==> src/rtl/nf_dbg_pkg.sv <==
// rtl/nf_dbg_pkg.sv - shared states, modes and sizing helper for the debug sampler
package nf_dbg_pkg;

    typedef enum logic [1:0] {
        ST_IDLE = 2'd0,
        ST_SAMP = 2'd1,
        ST_DONE = 2'd2
    } dbg_state_t;

    localparam logic MODE_CIRC    = 1'b0;
    localparam logic MODE_ONESHOT = 1'b1;

    function automatic int ptr_w(input int depth);
        int w;
        w = 0;
        for (int i = 0; i < 31; i++) begin
            if ((1 << i) < depth) w = i + 1;
        end
        return w;
    endfunction

endpackage

==> src/rtl/nf_dbg_ram.sv <==
// rtl/nf_dbg_ram.sv - simple dual-port sample buffer, synchronous write, registered read
module nf_dbg_ram
    import nf_dbg_pkg::*;
#(
    parameter int WIDTH = 16,
    parameter int DEPTH = 16,
    localparam int AW   = ptr_w(DEPTH)
) (
    input  logic             clk1,
    input  logic             rst,
    input  logic             wr_en,
    input  logic [AW-1:0]    wr_addr,
    input  logic [WIDTH-1:0] wr_data,
    input  logic             rd_en,
    input  logic [AW-1:0]    rd_addr,
    output logic [WIDTH-1:0] rd_data
);

    // Array left unreset so it can map onto distributed or block RAM.
    logic [WIDTH-1:0] mem [DEPTH];

    always_ff @(posedge clk1) begin
        if (wr_en) mem[wr_addr] <= wr_data;
    end

    always_ff @(posedge clk1 or posedge rst) begin
        if (rst)        rd_data <= '0;
        else if (rd_en) rd_data <= mem[rd_addr];
    end

endmodule

==> src/rtl/nf_dbg_sampler.sv <==
// rtl/nf_dbg_sampler.sv - multi-channel sample-and-hold capture with buffered read-out
module nf_dbg_sampler
    import nf_dbg_pkg::*;
#(
    parameter int DATA_W = 8,
    parameter int CH_NUM = 2,
    parameter int DEPTH  = 16,
    parameter int DIV_W  = 8,
    localparam int W     = CH_NUM * DATA_W,
    localparam int PW    = ptr_w(DEPTH),
    localparam int CW    = PW + 1
) (
    input  logic             clk1,
    input  logic             rst,
    input  logic [W-1:0]     din,
    input  logic [DIV_W-1:0] div_cfg,
    input  logic             mode,
    input  logic             arm,
    input  logic             stop,
    input  logic             rd_req,
    output logic [W-1:0]     rd_data,
    output logic             rd_valid,
    output logic [W-1:0]     hold_q,
    output logic [CW-1:0]    count,
    output logic             ovf,
    output logic [1:0]       state
);

    dbg_state_t       st, st_nxt;
    logic [DIV_W-1:0] div_q;
    logic [DIV_W-1:0] divider;
    logic             mode_q;
    logic [PW-1:0]    wr_ptr;
    logic [PW-1:0]    rd_ptr;
    logic             tick;
    logic             full;
    logic             rd_en;

    // arm takes priority over both a pending sample and a pending read.
    assign tick  = (st == ST_SAMP) && (divider == div_q) && !arm;
    assign full  = (count == CW'(DEPTH));
    assign rd_en = rd_req && (st == ST_DONE) && (count != '0) && !arm;
    assign state = st;

    always_ff @(posedge clk1 or posedge rst) begin
        if (rst) st <= ST_IDLE;
        else     st <= st_nxt;
    end

    always_comb begin
        st_nxt = st;
        if (arm) begin
            st_nxt = ST_SAMP;
        end else begin
            case (st)
                ST_SAMP: begin
                    if (stop)
                        st_nxt = ST_DONE;
                    else if (tick && (mode_q == MODE_ONESHOT) && (count == CW'(DEPTH - 1)))
                        st_nxt = ST_DONE;
                end
                default: st_nxt = st;
            endcase
        end
    end

    always_ff @(posedge clk1 or posedge rst) begin
        if (rst) begin
            div_q    <= '0;
            mode_q   <= MODE_CIRC;
            divider  <= '0;
            wr_ptr   <= '0;
            rd_ptr   <= '0;
            count    <= '0;
            ovf      <= 1'b0;
            hold_q   <= '0;
            rd_valid <= 1'b0;
        end else if (arm) begin
            div_q    <= div_cfg;
            mode_q   <= mode;
            divider  <= '0;
            wr_ptr   <= '0;
            rd_ptr   <= '0;
            count    <= '0;
            ovf      <= 1'b0;
            rd_valid <= 1'b0;
        end else begin
            rd_valid <= rd_en;
            if (st == ST_SAMP)
                divider <= (divider == div_q) ? '0 : divider + DIV_W'(1);
            if (tick) begin
                hold_q <= din;
                wr_ptr <= wr_ptr + PW'(1);
                if (full) begin
                    // Circular overwrite: drop the oldest entry.
                    rd_ptr <= rd_ptr + PW'(1);
                    ovf    <= 1'b1;
                end else begin
                    count <= count + CW'(1);
                end
            end
            if (rd_en) begin
                rd_ptr <= rd_ptr + PW'(1);
                count  <= count - CW'(1);
            end
        end
    end

    nf_dbg_ram #(
        .WIDTH (W),
        .DEPTH (DEPTH)
    ) u_ram (
        .clk1    (clk1),
        .rst     (rst),
        .wr_en   (tick),
        .wr_addr (wr_ptr),
        .wr_data (din),
        .rd_en   (rd_en),
        .rd_addr (rd_ptr),
        .rd_data (rd_data)
    );

endmodule

==> config.mk <==
export PLATFORM = sky130hd
export DESIGN_NAME = nf_dbg_sampler
export DESIGN_NICKNAME = d
export VERILOG_FILES = /design/src/rtl/nf_dbg_pkg.sv /design/src/rtl/nf_dbg_ram.sv /design/src/rtl/nf_dbg_sampler.sv
export SDC_FILE = /design/constraint.sdc
export NUM_CORES = 1
export LEC_CHECK = 0
export CORE_MARGIN = 1.5
export CORE_UTILIZATION = 54
export CTS_CLUSTER_SIZE = 20
export DETAILED_ROUTE_END_ITERATION = 12
export PLACE_DENSITY = 0.76
export SLEW_MARGIN = 15
export SYNTH_ARGS = -nofsm -noshare
export SYNTH_HDL_FRONTEND = slang
export SYNTH_SLANG_ARGS = --single-unit
==> constraint.sdc <==
create_clock -name clk1 -period 3.1 [get_ports clk1]
set_input_delay 0.775 -clock clk1 [delete_from_list [all_inputs] [get_ports clk1]]
set_output_delay 0.775 -clock clk1 [all_outputs]
set_load 0.01 [all_outputs]
==> results of run 1 <==
[cell usage after synthesis (all sizes together), types with 8 or more instances]
cell type,n
edfxtp,256
dfrtp,66
mux4,65
mux2,27
buf,20
mux2i,18
o21ai,18
clkbuf,17
nor2,17
a221oi,15
nor3,15
o21a,15
and3,14
xor2,11
nor2b,10
ha,9
inv,9
nand2,9
a21oi,8
xnor2,8
[flip-flops by register name (all words and copies together), names as in the netlist]
register	cells
u_ram.mem	256
hold_q	16
u_ram.rd_data	16
div_q	8
divider	8
count	5
rd_ptr	4
wr_ptr	4
state	2
mode_q	1
ovf	1
rd_valid	1
[through the flow]
stage	setup WS, ns	util (%)	area [um2]
finish	0.487	64.5	15100
global route	0.338	64.5	15100
CTS	0.474	64.5	15100
detailed placement	0.0339	60.2	14100
global placement	0.110	60.2	14100
floorplan	0.0372	-	12900
[logic make-up after synthesis]
group | share of synthesized area (%)
XOR/XNOR | 1.29
multiplexers | 15.4
AO/OA/AOI/OAI | 3.84
adder cells (fa/ha/maj) | 1.03
buffers and inverters | 1.70
AND/OR/NAND/NOR | 4.12
flip-flops | 72.6
[worst max-delay path by stage]
stage	slack, ns	cells after the start	start	endpoint
after floorplan	0.04	12	arm	count[4]
after global placement	0.11	10	arm	count[4]
after detailed placement	0.03	10	arm	count[4]
after CTS	0.47	4	divider[2]	u_ram.mem[13][13]
after global routing	0.34	4	divider[2]	u_ram.mem[13][13]
final	0.49	4	divider[2]	u_ram.mem[13][13]
[where the power goes]
group          switching (uW)  internal, uW
clock network            1540          2150
registers                33.6          4710
logic                     157           146
total                    1730          7010
[per-layer routing]
layer  up-vias  part of all wire, %
met5         -                    0
met4         0                  1.5
met3        32                  6.3
met2       261                   52
met1      3509                   41
li1       2874                    -
[cell type report]
cell class | instances | area (um2)
well taps | 319 | 399
repair buffers | 107 | 1000
clock buffers | 34 | 787
flip-flops and latches | 322 | 9340
inverters | 9 | 33.8
clock inverters | 21 | 204
multi-input cells | 297 | 3320
fillers | 1588 | 8310
==> summary.txt, run 1 <==
GRT
  • Met3 Use GR: 3.61%
  • First-pass GRT wire length: 41100 um
  • Initial antenna violation count: 0
  • Gr usage total: 22.8%
  • Overflow after GRT: 0
  • Grt met1 use: 31.1%
  • Largest net degree at the start of global routing: 44
  • GR peak layer: met2
  • GR Util met2: 38.7%
  • Vias in the first global route: 6938

Power
  • Peak VDD IR: 0.000364 V
  • Leak: just over 0.005 uW
  • PD cells: 579 nW/um2
  • Tot Pwr: 8740 uW

Floorplan
  • Initial Util: 55.0%
  • Site Rows: 56
  • Ports: 71
  • DIE WIDTH: between 150 and 200 um
  • DIE AREA: 24800 um2
  • Die Height: 157 um
  • Total core area: 23400 um2

Setup path
  • Max stage delay cell, worst path: and3_1
  • Startpoint types: register
  • R2R Path End: u_ram.mem[13][13]
  • CP cell instances: xor2_1, nor4_1, and3_1, and3_1
  • Crit path top cell by count: and3_1
  • Worst R2R Setup Slack: 0.49 ns
  • CP max FO: 16
  • Worst EP required: 3.26 ns
  • Crit-path max cell delay: 0.83 ns
  • Worst r2r src: divider[2]
  • CP Capture Type: register
  • Crit path DAT: 2.78 ns
  • Largest delay share family, worst path: simple AND/OR/NAND/NOR gates
  • Reg2reg path depth: 4
  • Critical path class: reg2reg
  • Critical path buffer and inverter count: 0

Final layout
  • Commonest non-fill, non-tap cell in the layout: edfxtp_1
  • Most frequent cells in the layout: edfxtp_1 (256), clkdlybuf4s50_1 (70), mux4_2 (65), dfrtp_1 (64), buf_4 (35)
  • Antenna cells: 0
  • Nets: slightly above 800
  • Post-Layout Cell Count: ~1100
  • Synth-to-Final Area Change: 17.3%
  • Share of cells above drive strength 1: 23.5%

Placement
  • Dpl hpwl: 16800 um
  • Gpl congestion: 0.851
  • Placed Cells: 1054
  • I/O Buffers: 70

Min path
  • Hold path depth: 1
  • Min-delay src: u_ram.rd_data[1]
  • Worst min-delay path class: reg2reg
  • Hold Path End: u_ram.rd_data[1]

Clock network
  • CTS clk-pin slew, worst paths: around 0.06 ns
  • CTS Buffer Depth: 3
  • Post-CTS Hold Fix Bufs: 0
  • Setup bufs post-CTS: 0
  • CTS tree: done
  • Clk root buf: clkbuf_16
  • Resized cells post-CTS: 0
  • H-tree levels: 1
  • TritonCTS Buffers: 31
  • Clock sink total: 322
  • Worst skew pair latency: 0.55 ns

Timing
  • Setup TNS: 0 ns
  • Period minus WS final: around 2.6 ns
  • Endpoints failing setup: 0
  • Slew margin rel.: 36.7%
  • Hold Slack: 0.487 ns
  • Pins Over Slew Limit: 0
  • Highest Clock Rate: 383 MHz
  • Final hold violation count: 0
  • Worst Tran Pin Value: 0.950 ns
  • Crit share post-route: 84.3%
  • Setup Skew: 0.0170 ns
  • RSZ-0062 raised after global routing: no

Route
  • Post-route DRC: 0
  • DRT iter0 DRCs: 579
  • First-pass DRT Iterations: 7
  • Via/cell ratio: 6.02
  • Antenna-violating nets left: 0
  • Via count: 6676
  • Final wirelength: 27000 um
  • Wire per inst: 24.4 um

Logic synthesis
  • Dominant cells by area after synthesis: edfxtp_1 (60%), dfrtp_1 (13%), mux4_2 (11%), mux2_2 (1.5%), mux2i_1 (1.4%)
  • Asr flop ratio synth: 20.5%
  • Post-synth top area share: 59.7%
  • Seq cells post-synth: 322
  • Cells after Synth: 665
  • Sequential fraction of the synthesis area: 72.6%
  • Syn_nets: 705
  • Post-synth top flop: edfxtp_1
  • Synthesized cell area: 12900 um2
  • Synth Area per Inst: 19.3 um2
  • Area leader, netlist: edfxtp_1
  • Synth warn: 0
  • Distinct cells, synth: 51
  • Number of synthesized flops with an enable pin: 256

Run status
  • Outcome: complete, no violations

Flow run
  • Max-cap viol count: 0
Power figures use the tool's default switching activity.
==> run 2: changes to the inputs <==
==> constraint.sdc (replaced) <==
create_clock -name clk1 -period 2.24 [get_ports clk1]
set_input_delay 0.56 -clock clk1 [delete_from_list [all_inputs] [get_ports clk1]]
set_output_delay 0.56 -clock clk1 [all_outputs]
set_load 0.01 [all_outputs]
==> run 2 against run 1 <==
Effect of this change:
- sequential power increased by 38%
- setup slack got worse by 0.54 ns
- die area unchanged
- non-clock buffer count increased by 40
- the flow now finishes with violations (setup timing)
- highest routed layer unchanged
==> summary.txt, run 2 (same netlist as run 1, synthesis figures left out) <==
Setup path
  • CP max FO: 4 (was 16)
  • Worst EP required: 2.68 ns (was 3.26 ns)
  • Crit-path max cell delay: 0.42 ns (was 0.83 ns)
  • Startpoint types: register (unchanged)
  • Crit path DAT: 2.73 ns (was 2.78 ns)
  • Critical path buffer and inverter count: 1 (was 0)
  • Critical path class: reg2reg (unchanged)
  • CP Capture Type: register (unchanged)
  • Largest delay share family, worst path: simple AND/OR/NAND/NOR gates (unchanged)
  • Max stage delay cell, worst path: dfrtp_1 (was and3_1)
  • CP cell instances: nor4_4, a21o_1, inv_2, ha_4, nor2b_1, o21ai_1, nand2b_1, and4_4, a2111oi_4 (was xor2_1, nor4_1, and3_1, and3_1)

Clock network
  • H-tree levels: 1 (unchanged)
  • Clk root buf: clkbuf_16 (unchanged)
  • CTS clk-pin slew, worst paths: 0.06 ns (about the same)
  • TritonCTS Buffers: 30 (was 31)
  • Clock sink total: 322 (unchanged)
  • Worst skew pair latency: 0.59 ns (was 0.55 ns)
  • CTS Buffer Depth: 3 (unchanged)
  • Post-CTS Hold Fix Bufs: 0 (unchanged)
  • CTS tree: done (unchanged)

GRT
  • Overflow after GRT: 0 (unchanged)
  • Initial antenna violation count: 0 (unchanged)
  • Gr usage total: 24.6% (was 22.8%)
  • Vias in the first global route: 7320 (was 6938)
  • Largest net degree at the start of global routing: 67 (was 44)
  • First-pass GRT wire length: 44400 um (was 41100 um)

Route
  • Post-route DRC: 0 (unchanged)
  • Wire per inst: 26.0 um (was 24.4 um)
  • Final wirelength: 29900 um (was 27000 um)
  • Via/cell ratio: 6.16 (was 6.02)
  • Antenna-violating nets left: 0 (unchanged)
  • First-pass DRT Iterations: 5 (was 7)
  • Via count: 7084 (was 6676)
  • DRT iter0 DRCs: 640 (was 579)

Final layout
  • FF+latch area: 9350 um2 (was 9340 um2)
  • Largest registers: u_ram.mem: 256 flops, hold_q: 16 flops, u_ram.rd_data: 16 flops (unchanged)
  • Nets: 847 (was 808)
  • Layout fillers: 1499 (was 1588)
  • Synth-to-Final Area Change: 22.9% (was 17.3%)
  • Commonest non-fill, non-tap cell in the layout: edfxtp_1 (unchanged)
  • Share of cells above drive strength 1: 30.9% (was 23.5%)
  • Biggest register: u_ram.mem (unchanged)
  • Post-route cell area: 15800 um2 (was 15100 um2)
  • Post-Layout Cell Count: 1150 (was 1109)
  • Multi-input logic area: 3430 um2 (was 3320 um2)
  • Most frequent cells in the layout: edfxtp_1 (256), clkdlybuf4s50_1 (68), mux4_2 (65), dfrtp_1 (60), buf_4 (56) (was edfxtp_1 (256), clkdlybuf4s50_1 (70), mux4_2 (65), dfrtp_1 (64), buf_4 (35))
  • Largest register FFs: 256 (unchanged)
  • Antenna cells: 0 (unchanged)

Run status
  • Failing checks: setup timing
  • Outcome: finished, violations left (was complete, no violations)

Placement
  • I/O Buffers: 70 (unchanged)
  • Placed Cells: 1085 (was 1054)
  • Placed inst area: 14600 um2 (was 14100 um2)
  • Post-place setup slack: -0.458 ns (was 0.0339 ns)
  • Gpl congestion: 0.822 (was 0.851)
  • Dpl hpwl: 17900 um (was 16800 um)

Power
  • Leak: 0.00546 uW (was 0.00515 uW)
  • Power share of the clock group: 42.9% (was 42.2%)
  • Sw Share: 20.3% (was 19.8%)
  • P_int: 9840 uW (was 7010 uW)
  • PD cells: 781 nW/um2 (was 579 nW/um2)
  • Tot Pwr: 12300 uW (was 8740 uW)
  • Peak VDD IR: 0.000584 V (was 0.000364 V)
  • P_sw: 2510 uW (was 1730 uW)
  • Seq pwr share: 53.2% (was 54.3%)
  • Comb pwr share: 3.9% (was 3.5%)

Floorplan
  • Die Height: 157 um (unchanged)
  • DIE AREA: 24800 um2 (unchanged)
  • Initial Util: 55.0% (unchanged)
  • Total core area: 23400 um2 (unchanged)
  • Site Rows: 56 (unchanged)
  • DIE WIDTH: 157 um (unchanged)
  • Ports: 71 (unchanged)

Timing
  • Highest Clock Rate: 437 MHz (was 383 MHz)
  • Crit share post-route: 102% (was 84.3%)
  • Endpoints failing setup: 1 (was 0)
  • Slew margin rel.: 50.4% (was 36.7%)
  • Pins Over Slew Limit: 0 (unchanged)
  • Worst Tran Pin Value: 0.744 ns (was 0.950 ns)
  • Period minus WS final: 2.29 ns (was 2.61 ns)
  • Setup TNS: -0.0496 ns (was 0 ns)
  • RSZ-0062 raised after global routing: yes (was no)
  • Final hold violation count: 0 (unchanged)
  • Setup Skew: 0.0353 ns (was 0.0170 ns)
  • Slack of the critical path: -0.0496 ns (was 0.487 ns)

Flow run
  • Max-cap viol count: 0 (unchanged)

Min path
  • Worst min-delay path class: in2async (was reg2reg)
==> run 2: cell types whose count changed in the layout (fill, tap and decap cells not counted), moves of 5 or more <==
| cell | delta |
|---|---|
| and3_1 | -13 |
| buf_4 | +21 |
| clkinv_1 | -5 |
| and3_2 | +9 |
| buf_12 | +17 |
==> run 2: cell type report <==
cell class | instances | area share [%]
sequential | 322 | 59.1
multi-input combinational | 297 | 21.7
timing repair buffer | 147 | 9.86
clock buffer | 37 | 4.98
tap | 319 | 2.52
clock inverter | 19 | 1.59
inverter | 9 | 0.214
==> run 2: per-stage QoR <==
| stage | util [%] | hold slack (ns) |
|---|---|---|
| final | 67.6 | 0.397 |
| after detailed placement | 62.3 | 0.482 |
| after global placement | 62.3 | 0.474 |
| after CTS | 66.9 | 0.400 |
| after floorplan | - | 0.481 |
| after global routing | 67.6 | 0.438 |
==> run 2: metal layers <==
layer  global-route usage [%]  part of all wire, %  vias to the layer above
met2                     41.6                   51                      356
li1                         -                    -                     2955
met3                     3.52                  7.2                       67
met4                     6.87                  2.5                        0
met5                        0                    0                        -
met1                     33.9                   39                     3706
==> run 2: timing repair <==
action,CTS,global route
setup endpoints to repair,82,118
buffers inserted,2,6
resized for setup,4,19
pin swaps,4,12
gates cloned,0,1
==> run 2: tightest hold or removal path, cell delays in order <==
cell and delay (ns):
clkdlybuf4s50_1 0.41, inv_2 0.07, buf_12 0.32
==> run 2: worst paths after layout <==
path                            slack, ns               from                 to  cells past startpoint
worst max-delay path                -0.05           count[3]           count[4]                      9
worst min-delay path                 0.40                rst         hold_q[10]                      3
worst max register to register      -0.05           count[3]           count[4]                      9
worst min register to register       0.49  u_ram.rd_data[12]  u_ram.rd_data[12]                      1
max in group asynchronous            1.50                rst          rd_ptr[1]                      3
min in group clk1                    0.49  u_ram.rd_data[12]  u_ram.rd_data[12]                      1
==> run 2: power groups by stage <==
stage	sequential (uW)	clock, uW	combinational (uW)
CTS	6570	5350	471
detailed placement	6690	0	464
global placement	6690	0	444
floorplan	6710	0	162
finish	6570	5300	480
global route	6570	5590	515
